[config.mk]
export PLATFORM = sky130hd
export DESIGN_NAME = fll_cfg_master
export DESIGN_NICKNAME = d
export VERILOG_FILES = /design/src/rtl/fll_cfg_master.sv
export SDC_FILE = /design/constraint.sdc
export NUM_CORES = 1
export LEC_CHECK = 0
export ABC_AREA = 1
export CAP_MARGIN = 5
export CORE_MARGIN = 1
export CORE_UTILIZATION = 42
export CTS_CLUSTER_DIAMETER = 30
export DETAILED_ROUTE_END_ITERATION = 7
export PLACE_DENSITY_LB_ADDON = 0.15
export SLEW_MARGIN = 10
export SYNTH_ARGS = -nofsm -noshare
export SYNTH_HDL_FRONTEND = slang
export SYNTH_SLANG_ARGS = --single-unit
export TNS_END_PERCENT = 1
[constraint.sdc]
create_clock -name clk_i -period 3.3 [get_ports clk_i]
set_input_delay 0.66 -clock clk_i [delete_from_list [all_inputs] [get_ports clk_i]]
set_output_delay 0.66 -clock clk_i [all_outputs]
set_load 0.02 [all_outputs]
[src/rtl/fll_cfg_master.sv]
// rtl/fll_cfg_master.sv - Command-to-FLL config bridge using a 4-phase req/ack handshake
//
// Optional feature: define FLL_CFG_TIMEOUT_EN to enable the handshake timeout.
// If the timeout fires, the response is returned with rsp_err_o=1 and rsp_rdata_o=0.
//
// Ports:
//   clk_i, rst_i            - block clock and synchronous active-high reset
//   cmd_valid_i/cmd_ready_o - upstream command handshake (cmd_we_i, cmd_addr_i, cmd_wdata_i)
//   rsp_valid_o/rsp_ready_i - upstream response handshake (rsp_rdata_o, rsp_err_o)
//   fll_req_o/fll_ack_i     - FLL config handshake; the ack is asynchronous to clk_i
//   fll_addr_o, fll_wdata_o, fll_web_o, fll_rdata_i - FLL config bus (web is active low)

module fll_cfg_master #(
    parameter int ADDR_WIDTH     = 2,
    parameter int DATA_WIDTH     = 32,
    parameter int TIMEOUT_CYCLES = 1024
) (
    input  logic                  clk_i,
    input  logic                  rst_i,
    input  logic                  cmd_valid_i,
    output logic                  cmd_ready_o,
    input  logic                  cmd_we_i,
    input  logic [ADDR_WIDTH-1:0] cmd_addr_i,
    input  logic [DATA_WIDTH-1:0] cmd_wdata_i,
    output logic                  rsp_valid_o,
    input  logic                  rsp_ready_i,
    output logic [DATA_WIDTH-1:0] rsp_rdata_o,
    output logic                  rsp_err_o,
    output logic                  fll_req_o,
    input  logic                  fll_ack_i,
    output logic [ADDR_WIDTH-1:0] fll_addr_o,
    output logic [DATA_WIDTH-1:0] fll_wdata_o,
    output logic                  fll_web_o,
    input  logic [DATA_WIDTH-1:0] fll_rdata_i
);

    typedef enum logic [1:0] {IDLE, REQ, ACK_LOW, RSP} state_t;

    state_t state, state_nxt;
    logic   ack_q1, ack_s;
    logic   accept;
    logic   busy;
    logic   tmo_hit;

    // Two-flop synchronizer for the asynchronous ack
    always_ff @(posedge clk_i) begin
        if (rst_i) begin
            ack_q1 <= 1'b0;
            ack_s  <= 1'b0;
        end else begin
            ack_q1 <= fll_ack_i;
            ack_s  <= ack_q1;
        end
    end

    assign accept = cmd_valid_i && cmd_ready_o;
    assign busy   = (state == REQ) || (state == ACK_LOW);

`ifdef FLL_CFG_TIMEOUT_EN
    logic [15:0] tmo_cnt;
    logic        err_q;

    assign tmo_hit = busy && (tmo_cnt == 16'(TIMEOUT_CYCLES - 1));

    always_ff @(posedge clk_i) begin
        if (rst_i) begin
            tmo_cnt <= '0;
            err_q   <= 1'b0;
        end else if (accept) begin
            tmo_cnt <= '0;
            err_q   <= 1'b0;
        end else if (tmo_hit) begin
            err_q   <= 1'b1;
        end else if (busy) begin
            tmo_cnt <= tmo_cnt + 16'd1;
        end
    end

    assign rsp_err_o = err_q;
`else
    assign tmo_hit   = 1'b0;
    assign rsp_err_o = 1'b0;
`endif

    // State register
    always_ff @(posedge clk_i) begin
        if (rst_i) state <= IDLE;
        else       state <= state_nxt;
    end

    // Next-state logic; a timeout takes priority over the ack in the same cycle
    always_comb begin
        state_nxt = state;
        case (state)
            IDLE:    if (accept)       state_nxt = REQ;
            REQ:     if (tmo_hit)      state_nxt = RSP;
                     else if (ack_s)   state_nxt = ACK_LOW;
            ACK_LOW: if (tmo_hit || !ack_s) state_nxt = RSP;
            RSP:     if (rsp_ready_i)  state_nxt = IDLE;
            default:                   state_nxt = IDLE;
        endcase
    end

    // Outputs decoded from state. Ready is held low while reset is applied and
    // while a stale ack from a previous transaction is still high.
    always_comb begin
        cmd_ready_o = (state == IDLE) && !ack_s && !rst_i;
        fll_req_o   = (state == REQ);
        rsp_valid_o = (state == RSP);
    end

    // Config bus and response data registers
    always_ff @(posedge clk_i) begin
        if (rst_i) begin
            fll_addr_o  <= '0;
            fll_wdata_o <= '0;
            fll_web_o   <= 1'b1;
            rsp_rdata_o <= '0;
        end else if (accept) begin
            fll_addr_o  <= cmd_addr_i;
            fll_wdata_o <= cmd_wdata_i;
            fll_web_o   <= ~cmd_we_i;
            rsp_rdata_o <= '0;
        end else if (tmo_hit) begin
            rsp_rdata_o <= '0;
        end else if ((state == REQ) && ack_s) begin
            rsp_rdata_o <= fll_web_o ? fll_rdata_i : '0;
        end
    end

endmodule

==> flow_metrics.env <==
export IMPL_status="finished clean"
export IMPL_first_pass_iters=4
export IMPL_yosysTopAreaCellShare_pct=53.38
export IMPL_cts_tree="done"
export IMPL_cts_inserted_buffers=9
export IMPL_synth_compound_area_share_pct=19.55
export IMPL_antenna_cells=0
export IMPL_slew_headroom_pct=37.61
export IMPL_antenna_found_initial=0
export IMPL_insertion_delay_ps=330
export IMPL_seq_area_frac_synth_pct=53.38
export IMPL_synthAdderAreaFrac_pct=1.880
export IMPL_rsz0062_at_grt="false"
export IMPL_via_per_inst=5.040
export IMPL_gp_congestion=0.7150
export IMPL_fin_skew_ps=7.917
export IMPL_cp_data_arrival_time_ps=1980
export IMPL_sequentialPowerShare_pct=42.9
export IMPL_wl_um=7278
export IMPL_coreArea_mm2=0.006026
export IMPL_dp_hpwl_um=4876
export IMPL_p_per_area_mw_per_mm2=541.8
export IMPL_clk_pin_slew_ps=60
export IMPL_vias=2747
export IMPL_multi_input_area_mm2=0.001066
export IMPL_synth_distinct_cells=18
export IMPL_track_usage_pct=22.05
export IMPL_yosysTopAreaCell="dfxtp_1"
export IMPL_cp_required_ps=2640
export IMPL_crit_path_start_kind="primary input"
export IMPL_comb_power_share_pct=29.6
export IMPL_drv_cap=0
export IMPL_sw_frac_of_total_pct=30.36
export IMPL_grt_max_degree=35
export IMPL_clkPwrFrac_pct=27.5
export IMPL_final_common_cell="clkdlybuf4s50_1"
export IMPL_synth_simple_gate_area_share_pct=18.47
export IMPL_syn_area_mm2=0.002663
export IMPL_port_buffers=141
export IMPL_cts_setup_buffers=0
export IMPL_irDropWorstVdd_uv=333.1
export IMPL_setup_viol=0
export IMPL_grt_first_pass_wirelength_um=11180
export IMPL_synth_nets=413
export IMPL_initial_utilization_pct=44.19
export IMPL_cp_max_fo=5
export IMPL_fp_dieArea_mm2=0.006662
export IMPL_yosysWarnings=0
export IMPL_drt_initial_drc_count=112
export IMPL_synth_xor_area_share_pct=0
export IMPL_worstReg2RegStart="state[1]"
export IMPL_h_tree_depth=3
export IMPL_muxShareOfSynthArea_pct=0
export IMPL_rows=28
export IMPL_fin_crit_ps=2636
export IMPL_fmax_mhz=379.3
export IMPL_crit_type="primary input to output pin"
export IMPL_cts_resized=0
export IMPL_netlist_top_cells_area="dfxtp_1 (53%), a21oi_1 (13%), nand3_1 (6.2%)"
export IMPL_clockRootBuffer="clkbuf_8"
export IMPL_final_cell_mix="clkdlybuf4s50_1 (141), dfxtp_1 (71), a21oi_1 (69), nand2_1 (43), nor2_1 (39)"
export IMPL_syn_to_final_growth_pct=60.20
export IMPL_fin_crit_sh_pct=79.89
export IMPL_grt_pass1_vias=2512
export IMPL_hp_class="register to register"
export IMPL_reg2reg_depth=7
export IMPL_register_area_mm2=0.001421
export IMPL_worstHoldStart="ack_q1"
export IMPL_dieWidth_um=81.62
export IMPL_postCtsHoldBufs=0
export IMPL_timing_final_max_slew_violations=0
export IMPL_drtAntennaViolNets=0
export IMPL_synth_area_per_cell_um2=7.901
export IMPL_synthCells=337
export IMPL_cts_sinks=71
export IMPL_nNetsFinal=543
export IMPL_max_slew_worst_pin_slew_ps=934.8
export IMPL_hold_end="ack_s"
export IMPL_ys_seq_elements=71
export IMPL_min_delay_path_depth=2
export IMPL_intPower_uw=1609
export IMPL_fillCellCount=490
export IMPL_p_leak_uw=0.001549
export IMPL_cts_buffer_depth=2
export IMPL_io_pins=143
export IMPL_setup_tns_ps=0
export IMPL_die_h_um=81.62
export IMPL_r2r_end="rsp_rdata_o[28]"
export IMPL_grt_ovfl_total=0
export IMPL_switching_power_uw=701.7
export IMPL_final_cells=545
export IMPL_critPathCaptureType="output pin"
export IMPL_drc=0
export IMPL_dp_cells=531
export IMPL_layout_drive_gt1_share_pct=4.894
export IMPL_synth_top_family_by_area="compound AO/OA/AOI/OAI gates"
export IMPL_hold_violations=0
export IMPL_rrSetupSlack_ps=1200
export IMPL_wl_per_cell_um=13.35
[layer usage]
| metal | vias to the layer above | global-route usage (%) | share of wire (%) |
|---|---|---|---|
| met2 | 110 | 36.42 | 47 |
| met4 | 0 | 12.46 | 2.7 |
| met1 | 1246 | 25.05 | 41 |
| met5 | - | 0 | 0 |
| li1 | 1375 | - | - |
| met3 | 16 | 7.111 | 9.2 |
[area by class of cell]
cell class	count	share of cell area, %
Timing Repair Buffer	148	34.32
Sequential cell	71	33.32
Multi-Input combinational cell	227	24.99
Clock buffer	14	4.283
Tap cell	75	2.200
Inverter	10	0.8800
[worst max-delay path: stages]
cell and delay [ps]:
clkdlybuf4s50_1 510, nor2_2 180, clkdlybuf4s50_1 620
[worst max-delay path by stage]
| stage | end | slack, ps | from |
|---|---|---|---|
| 4_1_cts | cmd_ready_o | 650 | rst_i |
| 6_report | cmd_ready_o | 660 | rst_i |
| 3_3_place_gp | cmd_ready_o | 670 | rst_i |
| 5_1_grt | cmd_ready_o | 630 | rst_i |
| 3_5_place_dp | cmd_ready_o | 670 | rst_i |
| 2_1_floorplan | cmd_ready_o | 1560 | rst_i |
[power by group through the flow]
stage | Sequential, uW | Clock [uW] | Combinational (uW)
2_1_floorplan | 1100 | 0 | 280
3_3_place_gp | 1010 | 0 | 676
3_5_place_dp | 1010 | 0 | 684
4_1_cts | 991 | 661 | 688
5_1_grt | 1000 | 700 | 742
6_report | 992 | 636 | 683
[registers in the layout, summed over array words and instances, names as in the netlist]
name	flops
rsp_rdata_o	32
fll_addr_o	2
ack_s	1
fll_wdata_o	32
state	2
fll_web_o	1
ack_q1	1
[cells in the mapped netlist]
cell      count
buf_2         9
conb_1        1
inv_1         9
o21ai_1       4
nand2_2       1
dfxtp_1      71
nand4_1       1
nor2_2        1
a21oi_1      69
nand3_1      33
clkbuf_1     14
buf_4         4
clkbuf_2      2
ha_1          4
nor2_1       39
o21ai_0      31
inv_2         1
nand2_1      43
[cell families after synthesis]
kind of cell	after synthesis
compound gates	104
fa+ha+maj	4
buf+inv	39
flops	71
other cells	1
simple gates	118
[stage by stage]
step | hold WS [ps] | total power [uW] | utilization [%] | setup WS (ps) | cell area [um^2]
final | 407.7 | 2311 | 70.78 | 663.8 | 4265
after global routing | 434.2 | 2443 | 70.78 | 630.3 | 4265
after CTS | 414.0 | 2341 | 70.78 | 652.1 | 4265
after detailed placement | 406.2 | 1693 | 67.75 | 670.8 | 4083
after global placement | 398.1 | 1682 | 67.75 | 671.0 | 4083
after floorplan | 388.3 | 1384 | - | 1558 | 2663
No activity file was read; power rests on OpenSTA's default activity.
